File: config.mk
export PLATFORM = sky130hd
export DESIGN_NAME = mips_bus_arbiter
export DESIGN_NICKNAME = d
export VERILOG_FILES = /design/src/rtl/mips_bus_arbiter.sv
export SDC_FILE = /design/constraint.sdc
export NUM_CORES = 1
export LEC_CHECK = 0
export CAP_MARGIN = 20
export CORE_AREA = 5 5 103 105
export CTS_CLUSTER_SIZE = 10
export DETAILED_ROUTE_END_ITERATION = 8
export DIE_AREA = 0 0 108 110
export PLACE_DENSITY = 0.82
export SLEW_MARGIN = 20
export SYNTH_ARGS = -nofsm -noshare
export SYNTH_HDL_FRONTEND = slang
export SYNTH_SLANG_ARGS = --single-unit
File: constraint.sdc
create_clock -name clk -period 5.1 [get_ports clk]
set_input_delay 1.53 -clock clk [delete_from_list [all_inputs] [get_ports clk]]
set_output_delay 1.53 -clock clk [all_outputs]
set_load 0.02 [all_outputs]
File: src/rtl/mips_bus_arbiter.sv
// ============================================================================
// Module   : mips_bus_arbiter
// Brief    : Round-robin instruction/data arbiter onto one Avalon-MM bus,
//            with grant locking on stalls and a sticky stall-timeout flag.
// Revision : 1.0 - initial release
// ============================================================================
`default_nettype none

module mips_bus_arbiter #(
    parameter int TIMEOUT_CYCLES = 1024
) (
    input  logic        clk,
    input  logic        reset,
    input  logic        instr_read,
    input  logic [31:0] instr_address,
    output logic [31:0] instr_readdata,
    output logic        instr_waitrequest,
    input  logic        data_read,
    input  logic        data_write,
    input  logic [31:0] data_address,
    input  logic [3:0]  data_byteenable,
    input  logic [31:0] data_writedata,
    output logic [31:0] data_readdata,
    output logic        data_waitrequest,
    output logic [31:0] address,
    output logic        read,
    output logic        write,
    output logic [3:0]  byteenable,
    output logic [31:0] writedata,
    input  logic [31:0] readdata,
    input  logic        waitrequest,
    output logic        timeout_error
);

    typedef enum logic [1:0] {
        OWN_NONE  = 2'd0,
        OWN_INSTR = 2'd1,
        OWN_DATA  = 2'd2
    } owner_t;

    localparam logic [15:0] c_timeout_cycles = 16'(TIMEOUT_CYCLES);

    owner_t      r_owner;
    owner_t      r_last_grant;
    logic [15:0] r_stall_cnt;
    logic        r_timeout;

    owner_t      w_sel;
    owner_t      w_owner_next;
    owner_t      w_last_grant_next;
    logic [15:0] w_stall_next;
    logic        w_timeout_next;
    logic        w_data_req;

    assign w_data_req    = data_read | data_write;
    assign timeout_error = r_timeout;

    always_ff @(posedge clk or posedge reset) begin
        if (reset) begin
            r_owner      <= OWN_NONE;
            r_last_grant <= OWN_DATA;
            r_stall_cnt  <= 16'd0;
            r_timeout    <= 1'b0;
        end else begin
            r_owner      <= w_owner_next;
            r_last_grant <= w_last_grant_next;
            r_stall_cnt  <= w_stall_next;
            r_timeout    <= w_timeout_next;
        end
    end

    always_comb begin
        w_sel             = OWN_NONE;
        w_owner_next      = OWN_NONE;
        w_last_grant_next = r_last_grant;
        w_stall_next      = 16'd0;
        w_timeout_next    = r_timeout;
        address           = 32'd0;
        read              = 1'b0;
        write             = 1'b0;
        byteenable        = 4'd0;
        writedata         = 32'd0;
        instr_readdata    = 32'd0;
        data_readdata     = 32'd0;

        // A locked owner that drops its request loses the bus (no selection).
        case (r_owner)
            OWN_NONE: begin
                if (instr_read && w_data_req)
                    w_sel = (r_last_grant == OWN_INSTR) ? OWN_DATA : OWN_INSTR;
                else if (instr_read)
                    w_sel = OWN_INSTR;
                else if (w_data_req)
                    w_sel = OWN_DATA;
            end
            OWN_INSTR: if (instr_read) w_sel = OWN_INSTR;
            OWN_DATA:  if (w_data_req) w_sel = OWN_DATA;
            default:   w_sel = OWN_NONE;
        endcase

        case (w_sel)
            OWN_INSTR: begin
                address        = instr_address;
                read           = 1'b1;
                byteenable     = 4'b1111;
                instr_readdata = readdata;
            end
            OWN_DATA: begin
                address       = data_address;
                write         = data_write;
                read          = ~data_write;
                byteenable    = data_byteenable;
                writedata     = data_writedata;
                data_readdata = data_write ? 32'd0 : readdata;
            end
            default: ;
        endcase

        instr_waitrequest = instr_read & ((w_sel == OWN_INSTR) ? waitrequest : 1'b1);
        data_waitrequest  = w_data_req & ((w_sel == OWN_DATA)  ? waitrequest : 1'b1);

        if (w_sel != OWN_NONE) begin
            if (waitrequest) begin
                w_owner_next = w_sel;
                w_stall_next = (r_stall_cnt == 16'hFFFF) ? r_stall_cnt : r_stall_cnt + 16'd1;
            end else begin
                w_last_grant_next = w_sel;
            end
        end

        if (w_stall_next == c_timeout_cycles)
            w_timeout_next = 1'b1;
    end

endmodule

`default_nettype wire

=== After elaboration in Yosys (flattened, before gate mapping) ===
Index checks and enable logic that the tools add are counted.

* Add/subtract/negate cells: 1
* Eq/ne operators: 7
* Mux-type cells: 21
* Bitwise gates (word level): 5
* Reduce and logical (&&, ||, !) cells: 4

{| class="wikitable"
|+ Operator list
! operator !! count
|-
| $mux 32 || 4
|-
| $pmux 32 s2 || 1
|-
| $mux 16 || 3
|-
| $add 16x1->16 const B || 1
|-
| $eq 16x11->1 const B || 1
|-
| $eq 16x16->1 const B || 1
|-
| $mux 2 || 6
|-
| $pmux 4 s2 || 1
|-
| $eq 2x1->1 const B || 3
|-
| $pmux 2 s3 || 1
|-
| $eq 2x2->1 const B || 2
|-
| $mux 1 || 4
|-
| $and 1x1->1 || 2
|-
| $logic_not 2->1 || 1
|-
| $not 1->1 || 2
|-
| $pmux 1 s2 || 1
|-
| $reduce_and 2->1 || 1
|-
| $reduce_bool 2->1 || 1
|-
| $logic_and 1x1->1 || 1
|-
| $or 1x1->1 || 1
|}

* Register bits after elaboration: 21
* Input bits: 138
* Output and inout bits: 137
* Logic and storage cells: 42

=== Longest topological paths before layout ===
* Word-level depth: 8
* Gate-level depth with buffers: 10
* Mapped depth without buffers: 10

=== Least setup slack after synthesis ===
No wires, ideal clock.

* Path type: input to output
* Start point: in data_read
* End point: out read
* Arrival: 3.104 ns
* Required time: 3.570 ns
* Path slack: 0.466 ns
* Stages: 10
* Path buffers: 2
* Cell sequence: nor2_1 > nor2_1 > o21ai_0 > inv_1 > ha_1 > clkbuf_1 > nor2b_1 > clkbuf_1 > nor2_1 > nor2_1

* Cells in the longest elaborated chain, start to end: 7
* Elaborated cells between the ends (all ways): 9
* Classes of those cells: eq/ne: 2; mux: 5; bitwise: 1; reduce/logical: 1

{| class="wikitable"
|+ Ends and longest elaborated chain
! item !! RTL line !! text
|-
| start: declaration || 18 || <nowiki>input logic data_read,</nowiki>
|-
| $or 1x1->1 * || 55 || <nowiki>assign w_data_req = data_read | data_write;</nowiki>
|-
| $mux 2 || 93, 97 ||
|-
| $mux 2 || 91 || <nowiki>else if (instr_read)</nowiki>
|-
| $mux 2 || 89 || <nowiki>if (instr_read && w_data_req)</nowiki>
|-
| $pmux 2 s3 * || 87 || <nowiki>case (r_owner)</nowiki>
|-
| named net w_sel[1] || 48 || <nowiki>owner_t w_sel;</nowiki>
|-
| $eq 2x2->1 or $eq 2x1->1 (tied branches) || 101 || <nowiki>case (w_sel)</nowiki>
|-
| $pmux 1 s2 * || 101 ||
|-
| end: declaration || 26 || <nowiki>output logic read,</nowiki>
|}

Mark *: on every way through the listed nets, which the timed path passes. The rest lies on a longest branch.

=== Worst setup path in the final report ===
* Start point: in instr_read
* End point: out address[25]

* Cells in the longest elaborated chain, start to end: 5
* Elaborated cells between the ends (all ways): 8
* Classes of those cells: eq/ne: 2; mux: 5; reduce/logical: 1

{| class="wikitable"
|+ Ends and longest elaborated chain
! item !! RTL line !! text
|-
| start: declaration || 14 || <nowiki>input logic instr_read,</nowiki>
|-
| $mux 2 or $logic_and 1x1->1 (tied branches) || 91, 89 ||
|-
| $mux 2 || 89 ||
|-
| $pmux 2 s3 * || 87 ||
|-
| $eq 2x2->1 or $eq 2x1->1 (tied branches) || 101 ||
|-
| $pmux 32 s2 * || 101 ||
|-
| end: declaration || 25 || <nowiki>output logic [31:0] address,</nowiki>
|}

Every way passes the cells marked *; elsewhere a longest branch is shown, timed or not.

==> flow_summary.json <==
{
  "setup_viol": 0,
  "cts_inserted_buffers": 3,
  "clockBufferDepth": 2,
  "yosysWarningCount": 0,
  "htreeDepth": 1,
  "path_max_fanout": 21,
  "cts.sinks": 21,
  "power_uw": 1170,
  "final_cell_mix": "clkdlybuf4s50_1 (138), and2_1 (97), dlygate4sd2_1 (72)",
  "power.density_mw_per_mm2": 231,
  "drc_errors": 0,
  "vias": 3476,
  "rr_worst_depth": 10,
  "postRouteAntennaNets": 0,
  "status": "finished clean",
  "p_comb_frac": 0.748,
  "drt-initial-drc-count": 314,
  "synth_seq_cells": 21,
  "cts_root_buf": "clkbuf_8",
  "crit_cells": 9,
  "fmax_mhz": 200,
  "ir_worst_vdd_uv": 116,
  "worstMarginPinSlew_ns": 0.804,
  "startpoint_type": "input pin",
  "yosysSeqAreaShare": 0.225,
  "synth_cells": 326,
  "grt_pass1_vias": 3232,
  "hold_class": "flip-flop to flip-flop",
  "cts_tree": "yes",
  "p_sw_frac": 0.474,
  "critPathTopFamily": "buffers and inverters",
  "drive_gt1_frac": 0.161,
  "maxCapViolCount": 0,
  "finalHoldViolCount": 0,
  "maxSlewViolCount": 0,
  "path_buf_inv": 4,
  "min_period_ns": 4.99,
  "slowest_delay_ns": 0.50,
  "dp_cells": 725,
  "netlist_area_sq_mm": 0.00234,
  "io_pins": 275,
  "grt_pass1_wl_um": 19500,
  "antenna_found_initial": 8,
  "viasPerCell": 4.76,
  "syn2layout_area_growth_pct": 115,
  "nets": 741,
  "dieArea_sq_mm": 0.0119,
  "seqPwrFrac": 0.161,
  "slew_headroom": 0.464,
  "fin_cells": 731,
  "postSynthAreaPerCell_sq_um": 7.18,
  "ys.flop_type": "dfrtp_1",
  "ctsHoldBuffers": 0,
  "internal_power_uw": 613,
  "wl_per_cell_um": 19.6,
  "grt_max_degree": 33,
  "start_util": 0.245,
  "p_leak_uw": 0.00248,
  "rows": 36,
  "overflow": 0,
  "drt-total-wl_um": 14300,
  "path_clk_slew_ns": 0.07,
  "core_area_sq_mm": 0.00955,
  "mostFrequentLayoutCell": "clkdlybuf4s50_1",
  "place.gp.congestion": 0.896,
  "worstSkewPairLatency_ns": 0.26,
  "grt_use_total": 0.215,
  "p_sw_uw": 553,
  "synth_edf_count": 0,
  "firstDrtPassIters": 5,
  "period_share": 0.979,
  "fp.dieH_um": 110,
  "skew_ns": 0.00366,
  "cp_cell_sequence": "clkdlybuf4s50_1 > nand2b_1 > o21ai_1 > ha_2 > buf_4 > buf_12 > a22oi_1 > nor2_1 > clkdlybuf4s15_1",
  "worstPathRequired_ns": 3.57,
  "die_w_um": 108,
  "arrival_ns": 3.46,
  "crit_path_end_kind": "output port",
  "rsz0062_at_grt": "yes",
  "utilization": 0.528,
  "cp_slowest_cell": "clkdlybuf4s50_1",
  "synth.distinct_cells": 44,
  "placed_area_sq_mm": 0.00533,
  "power_frac_clock": 0.091,
  "port_buffers": 274,
  "fin_area_sq_mm": 0.00504,
  "syn_nets": 468,
  "insertedDiodeCount": 0,
  "criticalPathCategory": "input pin to output port",
  "hold_depth": 1,
  "place_hpwl_um": 12200,
  "async_flop_share": 1.00
}
## power by group through the flow
| stage | sequential (uW) | clock, uW | combinational [uW] |
|---|---|---|---|
| finish | 188 | 106 | 872 |
| global route | 188 | 119 | 932 |
| CTS | 187 | 112 | 882 |
| detailed placement | 191 | 0 | 980 |
| global placement | 189 | 0 | 968 |
| floorplan | 188 | 0 | 453 |
## final timing paths
| check | startpoint | end | slack, ns |
|---|---|---|---|
| setup / recovery | instr_read | address[25] | 0.11 |
| hold / removal | timeout_error | timeout_error | 0.49 |
| setup reg to reg | r_last_grant[1] | timeout_error | 2.37 |
| hold reg to reg | timeout_error | timeout_error | 0.49 |
| max in group asynchronous | reset | r_owner[0] | 2.88 |
| min in group asynchronous | reset | r_stall_cnt[12] | 1.72 |
## layer usage
layer	GRT usage	vias to the layer above	share of wire
met1	0.255	1606	0.38
met2	0.353	169	0.48
met3	0.122	26	0.13
li1	-	1659	-
met5	0	-	0.0066
met4	0.0207	16	0.0098
## kinds of logic (layout without fill, tap and decap cells)
logic type                 after synthesis  after routing  synth area share
and+or+nand+nor                        194            194             0.465
AOI/OAI and AO/OA                       67             67             0.207
buffers and inverters                   32            304            0.0513
DFF                                     21             21             0.225
xor gates and xnor gates                 7              7            0.0262
adders and majority gates                4              4            0.0214
muxes                                    1              1           0.00428
## state kept, by name, summed over array words and instances, names as in the netlist
signal and cells:
r_last_grant 2, r_owner 2, r_stall_cnt 16, timeout_error 1
## worst register-to-register path: stages, from the launching register on
cell and delay, ns:
dfstp_2 0.53, nor2b_1 0.06, a21oi_2 0.17, inv_1 0.08, buf_4 0.14, ha_1 0.23, nor2_1 0.43, nand3b_1 0.14
a2111o_1 0.38, nor4b_2 0.29, a41o_1 0.22
## layout make-up
cell class | instances | area [sq um]
clock buffer | 4 | 45.0
inverter | 8 | 30.0
fill | 954 | 4510
sequential | 21 | 527
timing repair buffer | 292 | 2560
multi-input combinational | 273 | 1710
tap | 133 | 166
## through the flow
stage | hold slack, ns | worst slack, ns | TNS [ns]
2_1_floorplan | 0.468 | 0.466 | 0
3_3_place_gp | 0.463 | -0.218 | -19.32
3_5_place_dp | 0.476 | -0.330 | -28.32
4_1_cts | 0.499 | 0.00507 | 0
5_1_grt | 0.522 | -0.00829 | -0.0158
6_report | 0.485 | 0.109 | 0
## synthesized netlist by cell type, types with 2 or more instances
master | count | area share
a2111o_1 | 3 | 0.014
a21oi_1 | 11 | 0.024
a22oi_1 | 32 | 0.10
a31oi_1 | 2 | 0.0053
and2_1 | 97 | 0.26
and2_2 | 2 | 0.0064
and3_2 | 2 | 0.0064
buf_1 | 3 | 0.0048
clkbuf_1 | 21 | 0.034
dfrtp_1 | 20 | 0.21
ha_1 | 4 | 0.021
inv_1 | 8 | 0.013
nand2_1 | 9 | 0.014
nand2b_1 | 2 | 0.0053
nand3_1 | 5 | 0.011
nand4_1 | 4 | 0.011
nor2_1 | 54 | 0.087
nor2b_1 | 3 | 0.0080
nor3_1 | 4 | 0.0086
nor4_1 | 3 | 0.0080
o21ai_0 | 8 | 0.017
o31ai_1 | 2 | 0.0064
xnor2_1 | 6 | 0.022
## what timing repair did
item                                    in CTS  in global routing
endpoints found under the setup margin     134                 67
resized for setup                          137                118
setup buffers                                1                  1
pin swaps                                    0                  1
cloned                                       0                  0
Power figures use the tool's default switching activity.
